## src/rtl/clk_rst_seq.sv

```systemverilog
// clk_rst_seq: reset sequencer plus multi-channel clock-enable generator.
// Filters PLL lock, holds chip_reset for RST_HOLD cycles after lock is accepted,
// then releases it and runs NUM_CH independent clock-enable dividers.
// Loss of lock in RUN drops straight back to WAIT_LOCK and sets sticky lock_lost.
//
// Optional feature macro: SOFT_RESET_EN (adds soft_rst port and a RUN->HOLD arc).
//
// Ports:
//   clk            in   system clock
//   reset          in   asynchronous active-high reset
//   locked         in   PLL lock, asynchronous to clk
//   div_ratio      in   per-channel divisor N in [i*DIV_W +: DIV_W]; ce every N+1 cycles
//   lock_lost_clr  in   sync pulse, clears lock_lost
//   soft_rst       in   sync pulse, re-enter reset hold (SOFT_RESET_EN only)
//   chip_reset     out  active-high system reset (state != RUN)
//   run            out  state == RUN
//   ce             out  per-channel one-cycle clock enables
//   lock_lost      out  sticky: lock dropped while in RUN
module clk_rst_seq #(
    parameter int unsigned NUM_CH      = 4,
    parameter int unsigned DIV_W       = 8,
    parameter int unsigned LOCK_FILT   = 16,
    parameter int unsigned RST_HOLD    = 32,
    parameter int unsigned SYNC_STAGES = 2
) (
    input  logic                    clk,
    input  logic                    reset,
    input  logic                    locked,
    input  logic [NUM_CH*DIV_W-1:0] div_ratio,
    input  logic                    lock_lost_clr,
`ifdef SOFT_RESET_EN
    input  logic                    soft_rst,
`endif
    output logic                    chip_reset,
    output logic                    run,
    output logic [NUM_CH-1:0]       ce,
    output logic                    lock_lost
);

    localparam int unsigned FILT_W = (LOCK_FILT > 1) ? $clog2(LOCK_FILT) : 1;
    localparam int unsigned HOLD_W = (RST_HOLD > 1) ? $clog2(RST_HOLD) : 1;

    typedef enum logic [1:0] {
        ST_WAIT_LOCK = 2'd0,
        ST_HOLD      = 2'd1,
        ST_RUN       = 2'd2
    } state_t;

    state_t                  r_state;
    state_t                  w_state_nxt;
    logic [SYNC_STAGES-1:0]  r_sync;
    logic                    w_locked_s;
    logic [FILT_W-1:0]       r_filt_cnt;
    logic [FILT_W-1:0]       w_filt_nxt;
    logic [HOLD_W-1:0]       r_hold_cnt;
    logic [HOLD_W-1:0]       w_hold_nxt;
    logic                    w_lost_set;

    // Lock synchroniser; the only place locked is sampled.
    always_ff @(posedge clk or posedge reset) begin
        if (reset) begin
            r_sync <= '0;
        end else begin
            r_sync <= {r_sync[SYNC_STAGES-2:0], locked};
        end
    end

    assign w_locked_s = r_sync[SYNC_STAGES-1];

    // State and counter registers.
    always_ff @(posedge clk or posedge reset) begin
        if (reset) begin
            r_state    <= ST_WAIT_LOCK;
            r_filt_cnt <= '0;
            r_hold_cnt <= '0;
        end else begin
            r_state    <= w_state_nxt;
            r_filt_cnt <= w_filt_nxt;
            r_hold_cnt <= w_hold_nxt;
        end
    end

    // Next-state logic; counters fall back to zero whenever they are not advancing,
    // so every state entry starts with a cleared count.
    always_comb begin
        w_state_nxt = r_state;
        w_filt_nxt  = '0;
        w_hold_nxt  = '0;
        w_lost_set  = 1'b0;
        case (r_state)
            ST_WAIT_LOCK: begin
                if (w_locked_s) begin
                    if (r_filt_cnt == FILT_W'(LOCK_FILT - 1)) begin
                        w_state_nxt = ST_HOLD;
                    end else begin
                        w_filt_nxt = r_filt_cnt + FILT_W'(1);
                    end
                end
            end
            ST_HOLD: begin
                if (!w_locked_s) begin
                    w_state_nxt = ST_WAIT_LOCK;
                end else if (r_hold_cnt == HOLD_W'(RST_HOLD - 1)) begin
                    w_state_nxt = ST_RUN;
                end else begin
                    w_hold_nxt = r_hold_cnt + HOLD_W'(1);
                end
            end
            ST_RUN: begin
                if (!w_locked_s) begin
                    w_state_nxt = ST_WAIT_LOCK;
                    w_lost_set  = 1'b1;
`ifdef SOFT_RESET_EN
                end else if (soft_rst) begin
                    w_state_nxt = ST_HOLD;
`endif
                end
            end
            default: begin
                w_state_nxt = ST_WAIT_LOCK;
            end
        endcase
    end

    assign run        = (r_state == ST_RUN);
    assign chip_reset = (r_state != ST_RUN);

    // Sticky lock-loss flag; a new loss wins over a coincident clear.
    always_ff @(posedge clk or posedge reset) begin
        if (reset) begin
            lock_lost <= 1'b0;
        end else if (w_lost_set) begin
            lock_lost <= 1'b1;
        end else if (lock_lost_clr) begin
            lock_lost <= 1'b0;
        end
    end

    // Per-channel dividers. Using >= rather than == means a divisor lowered below
    // the running count fires on the next cycle instead of waiting for a full wrap.
    for (genvar g = 0; g < NUM_CH; g++) begin : g_ch
        logic [DIV_W-1:0] r_cnt;
        logic [DIV_W-1:0] w_div;
        logic             w_hit;

        assign w_div = div_ratio[g*DIV_W +: DIV_W];
        assign w_hit = (r_cnt >= w_div);
        assign ce[g] = run && w_hit;

        always_ff @(posedge clk or posedge reset) begin
            if (reset) begin
                r_cnt <= '0;
            end else if (run) begin
                r_cnt <= w_hit ? '0 : r_cnt + DIV_W'(1);
            end else begin
                r_cnt <= '0;
            end
        end
    end

endmodule

```

## config.mk

```make
export PLATFORM = sky130hd
export DESIGN_NAME = clk_rst_seq
export DESIGN_NICKNAME = d
export VERILOG_FILES = /design/src/rtl/clk_rst_seq.sv
export SDC_FILE = /design/constraint.sdc
export NUM_CORES = 1
export LEC_CHECK = 0
export CORE_AREA = 2 2 75 77
export CTS_CLUSTER_DIAMETER = 60
export CTS_CLUSTER_SIZE = 12
export DETAILED_ROUTE_END_ITERATION = 12
export DIE_AREA = 0 0 77 79
export GPL_ROUTABILITY_DRIVEN = 1
export GPL_TIMING_DRIVEN = 0
export PLACE_DENSITY = 0.88
export SYNTH_ARGS = -nofsm -noshare
export SYNTH_HDL_FRONTEND = slang
export SYNTH_SLANG_ARGS = --single-unit
```

## constraint.sdc

```tcl
create_clock -name clk -period 2.3 [get_ports clk]
set_input_delay 0.46 -clock clk [delete_from_list [all_inputs] [get_ports clk]]
set_output_delay 0.46 -clock clk [all_outputs]
set_load 0.01 [all_outputs]
```

# ---- Yosys cells after proc, flatten, opt, wreduce, memory -nomap -nowiden
# Index checks and enable logic that the tools add are counted.
dict set report classes {
  reduce_logical 7
  addsub 6
  eq_ne 9
  n_lt_le_gt_ge 4
  n_mux 24
}
# operator n
set op_table {}
lappend op_table {{two-way mux 8 bit} 8}
lappend op_table {{adder 8 x 1 -> 8 bit (second input constant)} 4}
lappend op_table {{greater-or-equal comparator 8 bit} 4}
lappend op_table {{two-way mux 5 bit} 3}
lappend op_table {{two-way mux 4 bit} 3}
lappend op_table {{two-way mux 2 bit} 5}
lappend op_table {{inequality test 2 bit (second input constant)} 4}
lappend op_table {{case mux 2 bit (3 select lines)} 1}
lappend op_table {{adder 5 x 1 -> 5 bit (second input constant)} 1}
lappend op_table {{== test 5 bit (second input constant)} 1}
lappend op_table {{adder 4 x 1 -> 4 bit (second input constant)} 1}
lappend op_table {{== test 4 bit (second input constant)} 1}
lappend op_table {{logical AND 1 bit} 4}
lappend op_table {{two-way mux 1 bit} 4}
lappend op_table {{AND reduction 4 bit} 1}
lappend op_table {{inequality test 3 bit (second input constant)} 1}
lappend op_table {{== test 2 x 1 -> 1 bit (second input constant)} 1}
lappend op_table {{== test 2 bit (second input constant)} 1}
lappend op_table {{logical NOT 2 bit} 1}
lappend op_table {{nonzero test 2 bit} 1}
dict set report word_totals {
  regBits 46
}

# ---- Depth between registers and ports, before layout
# Gate-level depths: netlist of the first run.
dict set report logic_depth {
  word_depth 4
  depth_mapped 7
}

# ---- Worst setup path before layout of the first run
# Ideal clock, no wire load.
dict set report synth_path {
  path_type {input-to-output}
  startpoint {input div_ratio[10]}
  endpoint {output ce[1]}
  stages 6
  setup_slack_ns 0.045
  arrival_time_ns 1.795
  required_ns 1.840
  path_cell_list {inv_1 -> ha_1 -> and3_1 -> o21ai_1 -> a31oi_2 -> o41a_1}
}
dict set report synth_between {
  elab_chain_len 2
}
# element line_no
set synth_rtl {}
lappend synth_rtl {{from (decl)} 29} ;# input logic [NUM_CH*DIV_W-1:0] div_ratio,
lappend synth_rtl {{greater-or-equal comparator 8 bit} 147} ;# assign w_hit = (r_cnt >= w_div);
lappend synth_rtl {{logical AND 1 bit} 148} ;# assign ce[g] = run && w_hit;
lappend synth_rtl {{to (decl)} 36} ;# output logic [NUM_CH-1:0] ce,
# No other way between the ends.

# ---- Final worst setup path of the first run
dict set report layout_path {
  startpoint {register g_ch[1].r_cnt[1]}
  endpoint {output ce[1]}
}
dict set report layout_between {
  elab_chain_len 2
}
# element line_no
set layout_rtl {}
lappend layout_rtl {{from (decl)} 142} ;# logic [DIV_W-1:0] r_cnt;
lappend layout_rtl {{from (signal assigned)} 154} ;# r_cnt <= w_hit ? '0 : r_cnt + DIV_W'(1);
lappend layout_rtl {{greater-or-equal comparator 8 bit} 147}
lappend layout_rtl {{logical AND 1 bit} 148}
# No other way between the ends.

==> results of run 1 <==
## cell usage in the layout (no fill, tap or decap), types with 4 or more instances in the layout
cell type | Yosys | routed
sky130_fd_sc_hd__dfrtp_2 | 0 | 5
sky130_fd_sc_hd__clkdlybuf4s50_1 | 0 | 8
sky130_fd_sc_hd__ha_4 | 0 | 18
sky130_fd_sc_hd__dlymetal6s2s_1 | 0 | 4
sky130_fd_sc_hd__nor2b_1 | 4 | 4
sky130_fd_sc_hd__a31oi_4 | 0 | 4
sky130_fd_sc_hd__nor2_1 | 29 | 29
sky130_fd_sc_hd__nand3_1 | 18 | 18
sky130_fd_sc_hd__a21oi_1 | 4 | 4
sky130_fd_sc_hd__dfrtp_1 | 46 | 41
sky130_fd_sc_hd__inv_1 | 38 | 21
sky130_fd_sc_hd__inv_2 | 0 | 17
sky130_fd_sc_hd__ha_2 | 0 | 5
sky130_fd_sc_hd__and3_1 | 15 | 14
sky130_fd_sc_hd__xnor2_1 | 10 | 10
sky130_fd_sc_hd__xor2_1 | 17 | 17
sky130_fd_sc_hd__clkbuf_8 | 0 | 6
sky130_fd_sc_hd__buf_4 | 0 | 30
sky130_fd_sc_hd__dlygate4sd2_1 | 0 | 25
sky130_fd_sc_hd__nor3_2 | 5 | 5
sky130_fd_sc_hd__ha_1 | 39 | 16
## sequential cells by signal, indices dropped and copies added (netlist names)
signal	cells
r_sync	2
r_filt_cnt	4
r_state	2
lock_lost	1
r_hold_cnt	5
g_ch.r_cnt	32
## power breakdown
part	internal, mW	switching, mW
Combinational	0.102	0.0851
Sequential	0.814	0.00616
Clock	0.463	0.266
Total	1.38	0.357
## stage by stage
stage | hold WS, ns | setup TNS [ns] | setup slack (ns) | util, %
finish | 0.354 | -0.104 | -0.0897 | 76.1
global route | 0.364 | -0.365 | -0.142 | 76.1
CTS | 0.354 | -0.176 | -0.176 | 71.9
detailed placement | 0.336 | -6.87 | -0.938 | 62.3
global placement | 0.335 | -11.54 | -0.943 | 61.9
floorplan | 0.331 | 0 | 0.0449 | -
## worst max path at each step
| stage | start | endpoint | slack [ns] | depth (start not counted) |
|---|---|---|---|---|
| after CTS | g_ch[1].r_cnt[1] | ce[1] | -0.18 | 6 |
| after global placement | div_ratio[10] | ce[1] | -0.94 | 8 |
| after detailed placement | div_ratio[10] | ce[1] | -0.94 | 8 |
| after global routing | g_ch[1].r_cnt[1] | ce[1] | -0.14 | 6 |
| final | g_ch[1].r_cnt[1] | ce[1] | -0.09 | 6 |
| after floorplan | div_ratio[10] | ce[1] | 0.04 | 6 |
## kinds of logic (layout without fill, tap and decap cells)
| family | Yosys count | in the layout | share of synthesized area [%] |
|---|---|---|---|
| and+or+nand+nor | 95 | 95 | 18.8 |
| DFF | 46 | 46 | 41.2 |
| adders and majority gates | 39 | 39 | 17.5 |
| buffers and inverters | 40 | 121 | 5.91 |
| AOI/OAI and AO/OA | 32 | 32 | 8.15 |
| xor gates and xnor gates | 27 | 27 | 8.46 |
## metal layers
| metal | global-route usage [%] | share of wire, % |
|---|---|---|
| met5 | 0 | 0 |
| met4 | 6.96 | 1.8 |
| met3 | 4.09 | 2.9 |
| met2 | 42.5 | 55 |
| met1 | 26.2 | 40 |
## timing repair
action	CTS	global route
resized for setup	95	25
endpoints found under the setup margin	4	11
buffers inserted	19	11
pin swaps	40	20
## layout make-up
| cell class | instances | area, um2 |
|---|---|---|
| multi-input combinational | 193 | 1880 |
| fill | 332 | 1280 |
| tap | 72 | 90.1 |
| sequential | 46 | 1160 |
| buffer | 2 | 22.5 |
| inverter | 38 | 143 |
| timing repair buffer | 73 | 631 |
| clock buffer | 6 | 82.6 |
| clock inverter | 2 | 60.1 |
==> flow_summary_export.csv, run 1 <==
group,metric,value,unit
outcome,result_of_the_run,"finished with violations",
outcome,violations,"negative setup slack",
yosys,syn_avg_cell_area,10.0,um2
drt,avgViaCountPerCell,5.37,
place,dpl_cell_area,0.00333,mm2
yosys,synth.largest_area_cell,"sky130_fd_sc_hd__dfrtp_1",
place,dp_cells,394,
grt,grt_max_degree,41,
timing,post-route-worst-setup-slack,-0.0897,ns
floorplanning,initial_utilization,52.4,%
floorplanning,std_cell_rows,27,
timing,max-slew-margin-rel,53.5,%
setup_path,r2r_slack,0.19,ns
timing,tightestPinTransition,0.680,ns
setup_path,critPathKind,"flip-flop to output port",
setup_path,critPathBufInv,1,
min_path,hold_path_end,"r_sync[1]",
yosys,synth_enable_flop_cells,0,
clocking,tritoncts_clock_tree,"done",
yosys,synthesis_warning_total,0,
timing,fmax,418,MHz
drt,drt_first_pass_iters,4,
yosys,yosys.cell_count.top_type,"sky130_fd_sc_hd__dfrtp_1",
yosys,synth_fp_nets,354,
grt,overflow,0,
drt,route.detailed.drc,0,
yosys,synth_cell_type_count,36,
place,placer_congestion_estimate,0.838,
pwr,total_power,1.74,mW
clocking,cts.path.max_buffers,2,
min_path,timing.hold.worst_path_depth,0,
clocking,worst_path_clk_slew,0.09,ns
pwr,power_per_cell_area,427,mW/mm2
timing,hold_viol,0,
timing,max_clock_skew,0.00985,ns
final_layout,finish.instance_area,0.00406,mm2
clocking,number_of_buffers_created_by_cts,5,
final_layout,final_nets,434,
yosys,async_s_r_ff_share_synth,100,%
timing,fin_crit,2.39,ns
setup_path,worstSetupEndpointType,"output port",
setup_path,rr_endpoint,"g_ch[0].r_cnt[5]",
drt,wl,6910,um
setup_path,worst_path_largest_cell_delay,0.43,ns
place,port_buffers,42,
setup_path,worst_reg2reg_path_depth,9,
grt,wire_length_of_the_first_global_routing_pass,11000,um
place,hpwl,3970,um
timing,finalSetupViolCount,2,
drt,route.antenna.remaining_nets,0,
flow_run,max_cap_viol_count,0,
yosys,synth.ff_latch_count,46,
yosys,synth_top_cells_by_count,"46 x sky130_fd_sc_hd__dfrtp_1, 39 x sky130_fd_sc_hd__ha_1, 38 x sky130_fd_sc_hd__inv_1",
pwr,leakage,1.94,nW
yosys,syn-cell-area,0.00280,mm2
pwr,vdd_ir_drop_max,0.000443,V
final_layout,layout-drive-gt1-share,32.5,%
clocking,clock_sink_count,46,
grt,grt_pass1_vias,2416,
final_layout,layout-area-overhead-vs-synth,45.3,%
final_layout,layoutNonFillerInstCount,432,
min_path,min-delay-path-class,"flip-flop to flip-flop",
timing,min_period_over_period,104,%
setup_path,arrival,1.93,ns
setup_path,crit_chain,"ha_4 -> nor2b_1 -> o211ai_1 -> a31oi_4 -> o41a_1 -> buf_2",
yosys,synthDominantCellAreaShare,41.2,%
setup_path,path_delay_family,"compound AO/OA/AOI/OAI gates",
drt,vias,2321,
yosys,top_flip_flop_cell_by_instance_count_after_synthesis,"sky130_fd_sc_hd__dfrtp_1",
setup_path,critical_path_peak_fanout,3,
clocking,hold_buffers,0,
grt,grt_usage,22.6,%
setup_path,worstSetupStartpointType,"flip-flop",
clocking,cts_root_buffer,"sky130_fd_sc_hd__clkbuf_8",
grt,initial_antenna_violation_count,0,
drt,avgRoutedWirePerCell,16.0,um
setup_path,rr_startpoint,"g_ch[0].r_cnt[2]",
yosys,synth_area_leaders,"sky130_fd_sc_hd__dfrtp_1 41%, sky130_fd_sc_hd__ha_1 17%, sky130_fd_sc_hd__xor2_1 5.3%",
setup_path,cp_data_required_time,1.84,ns
floorplanning,die_h,79,um
floorplanning,die_area,0.00608,mm2
floorplanning,dieWidth,77,um
setup_path,critPathSlowestCell,"sky130_fd_sc_hd__dfrtp_1",
drt,initialDrtViolationCount,109,
timing,slew_violations,0,
min_path,min-delay-start,"r_sync[0]",
timing,rsz0062_at_grt,"yes",
final_layout,diodes,0,
clocking,clock_insertion_delay_at_the_later_pin_of_the_skew_report,0.30,ns
yosys,ys_seq_area_share,41.2,%
clocking,htree_levels,2,
floorplanning,io-pin-count,43,
yosys,netlist_instances,279,
floorplanning,fp.coreArea,0.00534,mm2
Power figures use the tool's default switching activity.
==> run 2, diff against run 1 <==
- SLEW_MARGIN: default -> 20
==> run 2 against run 1 <==
Against the previous run: the flow still finishes with violations (negative setup slack); global-route usage down 0.62 points; clock power decreased by 37%; clock-buffer cell count down 1; register-to-register slack worse by 0.12 ns; critical path depth up 1; worst setup slack worse by 0.027 ns; non-clock buffer count up 1; sequential share of layout area rose by 0.37 points; critical endpoint unchanged; largest cell class unchanged.
==> flow_summary_export.csv, run 2 (synthesis gave the netlist of run 1 again) <==
group,metric,value,unit
outcome,result_of_the_run,"finished with violations",
outcome,violations,"negative setup slack",
drt,initialDrtViolationCount,106,
setup_path,worstSetupStartpointType,"input pin",
final_layout,finish.instance_area,0.00401,mm2
final_layout,layoutNonFillerInstCount,432,
place,port_buffers,42,
timing,tightestPinTransition,0.883,ns
timing,min_period_over_period,105,%
drt,avgRoutedWirePerCell,15.4,um
drt,drt_first_pass_iters,4,
final_layout,core_util_final,75.0,%
grt,overflow,0,
final_layout,final_nets,435,
clocking,clock_sink_count,46,
grt,initial_antenna_violation_count,0,
timing,finalSetupViolCount,2,
clocking,cts.path.max_buffers,2,
place,placer_congestion_estimate,0.838,
drt,route.antenna.remaining_nets,0,
timing,rsz0062_at_grt,"yes",
timing,fin_crit,2.42,ns
clocking,htree_levels,2,
clocking,hold_buffers,0,
setup_path,worst_reg2reg_path_depth,5,
floorplanning,fp.coreArea,0.00534,mm2
timing,max_clock_skew,0.00602,ns
floorplanning,die_area,0.00608,mm2
timing,worst_hold_slack_after_final_layout,0.352,ns
final_layout,top_register,"g_ch.r_cnt",
floorplanning,initial_utilization,52.4,%
clocking,clock_insertion_delay_at_the_later_pin_of_the_skew_report,0.30,ns
timing,post-route-worst-setup-slack,-0.116,ns
timing,max-slew-margin-rel,39.6,%
clocking,worst_path_clk_slew,0.07,ns
final_layout,diodes,0,
grt,grt_max_degree,33,
clocking,tritoncts_clock_tree,"done",
floorplanning,std_cell_rows,27,
setup_path,rr_startpoint,"g_ch[2].r_cnt[5]",
setup_path,arrival,1.96,ns
place,hpwl,3960,um
place,dp_cells,394,
final_layout,largest_register_ff_count,32,
timing,slew_violations,0,
drt,wl,6640,um
setup_path,setup.worst_path.start,"div_ratio[11]",
final_layout,layout-area-overhead-vs-synth,43.3,%
setup_path,cp_data_required_time,1.84,ns
timing,totalNegativeSetupSlack,-0.142,ns
pwr,power_per_cell_area,367,mW/mm2
place,dpl_cell_area,0.00333,mm2
min_path,timing.hold.worst_path_depth,0,
grt,grt_usage,22.0,%
final_layout,layout-drive-gt1-share,31.7,%
drt,route.detailed.drc,0,
drt,avgViaCountPerCell,5.32,
setup_path,critPathKind,"input pin to output port",
grt,wire_length_of_the_first_global_routing_pass,10600,um
min_path,min-delay-start,"r_sync[0]",
floorplanning,die_h,79,um
setup_path,critical_path_peak_fanout,2,
timing,fmax,414,MHz
final_layout,biggestRegsByFlops,"g_ch.r_cnt: 32 flops, r_hold_cnt: 5 flops, r_filt_cnt: 4 flops",
grt,grt_pass1_vias,2403,
drt,vias,2299,
pwr,leakage,1.90,nW
pwr,vdd_ir_drop_max,0.000329,V
clocking,cts_root_buffer,"sky130_fd_sc_hd__clkbuf_8",
floorplanning,dieWidth,77,um
floorplanning,io-pin-count,43,
setup_path,worstSetupEndpointType,"output port",
flow_run,max_cap_viol_count,0,
final_layout,layout_common_cells,"42 x sky130_fd_sc_hd__dfrtp_1, 31 x sky130_fd_sc_hd__buf_4, 29 x sky130_fd_sc_hd__nor2_1",
clocking,number_of_buffers_created_by_cts,5,
timing,hold_viol,0,
min_path,min-delay-path-class,"flip-flop to flip-flop",
final_layout,mostFrequentLayoutCell,"sky130_fd_sc_hd__dfrtp_1",
[run 2: cell types whose count changed in the layout (fill, tap and decap cells not counted), sizes merged]
cell           previous run  this run
clkbuf                    6         5
buf                      37        38
dlymetal6s2s              4         1
bufinv                    2         0
clkdlybuf4s50             8        11
dlygate4sd2              25        24
clkdlybuf4s15             1         2
clkinv                    0         2
[run 2: through the flow]
stage	total power [mW]	worst slack, ns
floorplan	0.890	0.0449
finish	1.47	-0.116
detailed placement	0.970	-0.945
global route	1.55	-0.176
global placement	0.961	-0.943
CTS	1.47	-0.152
[run 2: final timing paths]
kind | to | slack [ns]
worst max-delay path | ce[1] | -0.12
worst min-delay path | r_sync[1] | 0.35
worst max register to register | g_ch[2].r_cnt[3] | 0.07
worst min register to register | r_sync[1] | 0.35
max in group asynchronous | g_ch[1].r_cnt[2] | 1.38
min in group asynchronous | lock_lost | 0.43
[run 2: metal layers]
layer  share of wire [%]  vias to the layer above  global-route usage, %
li1                    -                     1118                      -
met1                  42                     1127                   26.1
met2                  53                       45                   41.0
met3                 3.1                        9                   4.55
met4                 1.5                        0                   5.36
met5                   0                        -                      0
[run 2: critical path, stage by stage]
cell and delay [ns]:
sky130_fd_sc_hd__clkdlybuf4s50_1 0.46, sky130_fd_sc_hd__inv_1 0.06, sky130_fd_sc_hd__ha_4 0.25, sky130_fd_sc_hd__o211ai_1 0.14, sky130_fd_sc_hd__a31oi_4 0.14, sky130_fd_sc_hd__o41a_1 0.31, sky130_fd_sc_hd__buf_2 0.14
[run 2: power by group]
group,switching [mW],internal [mW],leakage (nW)
clock network,0.256,0.204,0.0438
logic,0.0859,0.105,1.23
registers,0.00610,0.814,0.629
[run 2: what timing repair did]
item                       4_1_cts  5_1_grt
setup buffers                   21       10
resized for setup               96       20
cloned                           0        0
pin swaps                       38       19
setup endpoints to repair        4       11
[run 2: cell type report]
type | count | area, um2
multi-input combinational | 193 | 1890
fill | 346 | 1330
sequential | 46 | 1160
timing repair buffer | 74 | 626
inverter | 38 | 143
tap | 72 | 90.1
clock buffer | 5 | 68.8
buffer | 2 | 22.5
clock inverter | 2 | 10.0
==> run 3, diff against run 2 <==
- CORE_AREA: 2 2 75 77 -> 2 2 78 80
- CTS_BUF_LIST: default -> sky130_fd_sc_hd__clkbuf_8
- DIE_AREA: 0 0 77 79 -> 0 0 80 82
- PLACE_DENSITY: 0.88 -> 0.83
==> run 3 against run 2 <==
Against the previous run: die area increased by 7.8%; register-to-register slack got worse by 0.34 ns; clock skew increased by 0.0060 ns; largest cell class unchanged; clock-buffer cell count increased by 1; total power increased by 11%; final area increased by 3.2%; the run still ends with negative setup slack left; critical endpoint is now g_ch[2].r_cnt[3].
==> flow_summary_export.csv, run 3 (synthesis gave the netlist of run 1 again) <==
group,metric,value,unit
drt,drt_first_pass_iters,4,
clocking,number_of_buffers_created_by_cts,5,
setup_path,worst_reg2reg_path_depth,6,
floorplanning,initial_utilization,48.6,%
clocking,clock_sink_count,46,
clocking,worst_path_clk_slew,0.09,ns
clocking,cts.path.max_buffers,2,
floorplanning,dieWidth,80,um
place,dp_worst_setup_slack,-0.994,ns
place,port_buffers,42,
drt,initialDrtViolationCount,133,
floorplanning,die_area,0.00656,mm2
grt,overflow,0,
setup_path,rr_endpoint,"g_ch[2].r_cnt[3]",
clocking,cts_root_buffer,"sky130_fd_sc_hd__clkbuf_8",
timing,fmax,389,MHz
outcome,result_of_the_run,"finished with violations",
setup_path,arrival,2.78,ns
timing,slew_violations,0,
floorplanning,die_h,82,um
setup_path,critical_path_peak_fanout,7,
final_layout,fillerInstances,403,
min_path,min-delay-path-class,"flip-flop to flip-flop",
pwr,p_seq_share,50.3,%
setup_path,r2r_slack,-0.27,ns
pwr,net_switching_component_of_the_power,361,uW
flow_run,max_cap_viol_count,0,
final_layout,largest_register_ff_count,32,
pwr,power_per_cell_area,394,mW/mm2
timing,min_period_over_period,112,%
pwr,combPwrFrac,12.2,%
pwr,leakage,1.97,nW
min_path,hold_path_end,"r_sync[1]",
timing,post-route-worst-setup-slack,-0.271,ns
final_layout,biggestRegsByFlops,"g_ch.r_cnt: 32 flops, r_hold_cnt: 5 flops, r_filt_cnt: 4 flops",
grt,wire_length_of_the_first_global_routing_pass,11100,um
final_layout,layout_common_cells,"43 x sky130_fd_sc_hd__buf_4, 42 x sky130_fd_sc_hd__dfrtp_1, 29 x sky130_fd_sc_hd__nor2_1",
drt,vias,2468,
setup_path,critPathKind,"flip-flop to flip-flop",
min_path,min-delay-start,"r_sync[0]",
setup_path,critPathSlowestCell,"sky130_fd_sc_hd__a2111oi_0",
drt,wl_met1,2860,um
place,hpwl,4080,um
clocking,htree_levels,2,
final_layout,area_used_by_multi_input_combinational_logic,0.00189,mm2
final_layout,mostFrequentLayoutCell,"sky130_fd_sc_hd__buf_4",
drt,avgRoutedWirePerCell,17.2,um
outcome,violations,"negative setup slack",
pwr,internal_power,1.27,mW
grt,initial_antenna_violation_count,1,
grt,grt_max_degree,34,
setup_path,critPathBufInv,1,
timing,fin_crit,2.57,ns
drt,dr.max_layer_used,"met4",
setup_path,rr_startpoint,"g_ch[2].r_cnt[6]",
min_path,timing.hold.worst_path_depth,0,
timing,worst_hold_slack_after_final_layout,0.364,ns
timing,hold_viol,0,
final_layout,core_util_final,72.0,%
clocking,clock_insertion_delay_at_the_later_pin_of_the_skew_report,0.30,ns
final_layout,layout-area-overhead-vs-synth,47.9,%
timing,finalSetupViolCount,10,
drt,route.antenna.remaining_nets,0,
clocking,tritoncts_clock_tree,"done",
pwr,vdd_ir_drop_max,0.000231,V
drt,met3RoutedLength,329,um
grt,grt_pass1_vias,2537,
place,placer_congestion_estimate,0.824,
setup_path,worst_path_largest_cell_delay,0.92,ns
setup_path,worstSetupEndpointType,"flip-flop",
pwr,p_clk_share,37.5,%
setup_path,cp_data_required_time,2.51,ns
pwr,power_switching_share,22.2,%
floorplanning,std_cell_rows,28,
timing,max-slew-margin-rel,25.6,%
clocking,hold_buffers,0,
setup_path,crit_chain,"ha_1 -> and2_4 -> buf_4 -> a2111oi_0 -> o21ai_2 -> nor2_1",
final_layout,final_nets,447,
final_layout,top_register,"g_ch.r_cnt",
grt,grt_usage,21.7,%
setup_path,path_delay_family,"compound AO/OA/AOI/OAI gates",
timing,rsz0062_at_grt,"yes",
timing,tightestPinTransition,1.09,ns
drt,route.detailed.drc,0,
timing,max_clock_skew,0.0120,ns
setup_path,worstSetupStartpointType,"flip-flop",
final_layout,layout-drive-gt1-share,33.3,%
floorplanning,io-pin-count,43,
floorplanning,fp.coreArea,0.00575,mm2
final_layout,sequential_cell_area,0.00116,mm2
drt,avgViaCountPerCell,5.51,
drt,wl,7710,um
drt,met2_wirelength,4220,um
run 3: routing by layer:
metal	vias to the layer above	global-route usage, %
met4	0	8.81
met1	1200	23.3
met2	98	41.4
li1	1136	-
met5	-	0
met3	34	4.29
run 3: power by group through the flow:
stage	sequential, mW	clock (mW)	combinational (mW)
after floorplan	0.834	0	0.0559
after global placement	0.836	0	0.126
after detailed placement	0.836	0	0.136
after CTS	0.820	0.615	0.167
after global routing	0.821	0.646	0.219
final	0.821	0.611	0.200
run 3: layout make-up:
| cell class | count | area share (%) |
|---|---|---|
| Multi-Input combinational cell | 193 | 45.7 |
| Sequential cell | 46 | 28.0 |
| Timing Repair Buffer | 86 | 17.2 |
| Inverter | 38 | 3.45 |
| Tap cell | 75 | 2.27 |
| Clock buffer | 6 | 2.00 |
| Clock inverter | 1 | 0.726 |
| Buffer | 2 | 0.545 |
| Antenna cell | 1 | 0.0605 |
run 3: per-stage QoR:
| step | instance area (um2) | TNS [ns] | instances | power [mW] |
|---|---|---|---|---|
| floorplan | 2800 | 0 | 279 | 0.890 |
| global placement | 3310 | -13.31 | 396 | 0.961 |
| detailed placement | 3330 | -8.18 | 397 | 0.971 |
| CTS | 3870 | -0.142 | 432 | 1.60 |
| global route | 4140 | -2.55 | 448 | 1.69 |
| finish | 4140 | -1.62 | 448 | 1.63 |
run 3: how the worst max path moves through the flow:
stage                           startpoint               end  slack [ns]  depth (start not counted)
after floorplan              div_ratio[10]             ce[1]        0.04                          6
after global placement       div_ratio[10]             ce[1]       -0.97                          8
after detailed placement      div_ratio[9]             ce[1]       -0.99                          8
after CTS                 g_ch[1].r_cnt[1]             ce[1]       -0.14                          6
after global routing      g_ch[2].r_cnt[6]  g_ch[2].r_cnt[3]       -0.35                          6
final                     g_ch[2].r_cnt[6]  g_ch[2].r_cnt[3]       -0.27                          6
run 3: repair_timing:
action                                  CTS  global route
endpoints found under the setup margin   14            17
resized for setup                        91            21
pin swaps                                42            17
setup buffers                            28            15
endpoints found under the hold margin     0             0
run 3: worst reg2reg max path, cell delays in order (launching register included):
cell,delay [ns]
sky130_fd_sc_hd__dfrtp_1,0.43
sky130_fd_sc_hd__ha_1,0.30
sky130_fd_sc_hd__and2_4,0.18
sky130_fd_sc_hd__buf_4,0.14
sky130_fd_sc_hd__a2111oi_0,0.92
sky130_fd_sc_hd__o21ai_2,0.29
sky130_fd_sc_hd__nor2_1,0.23
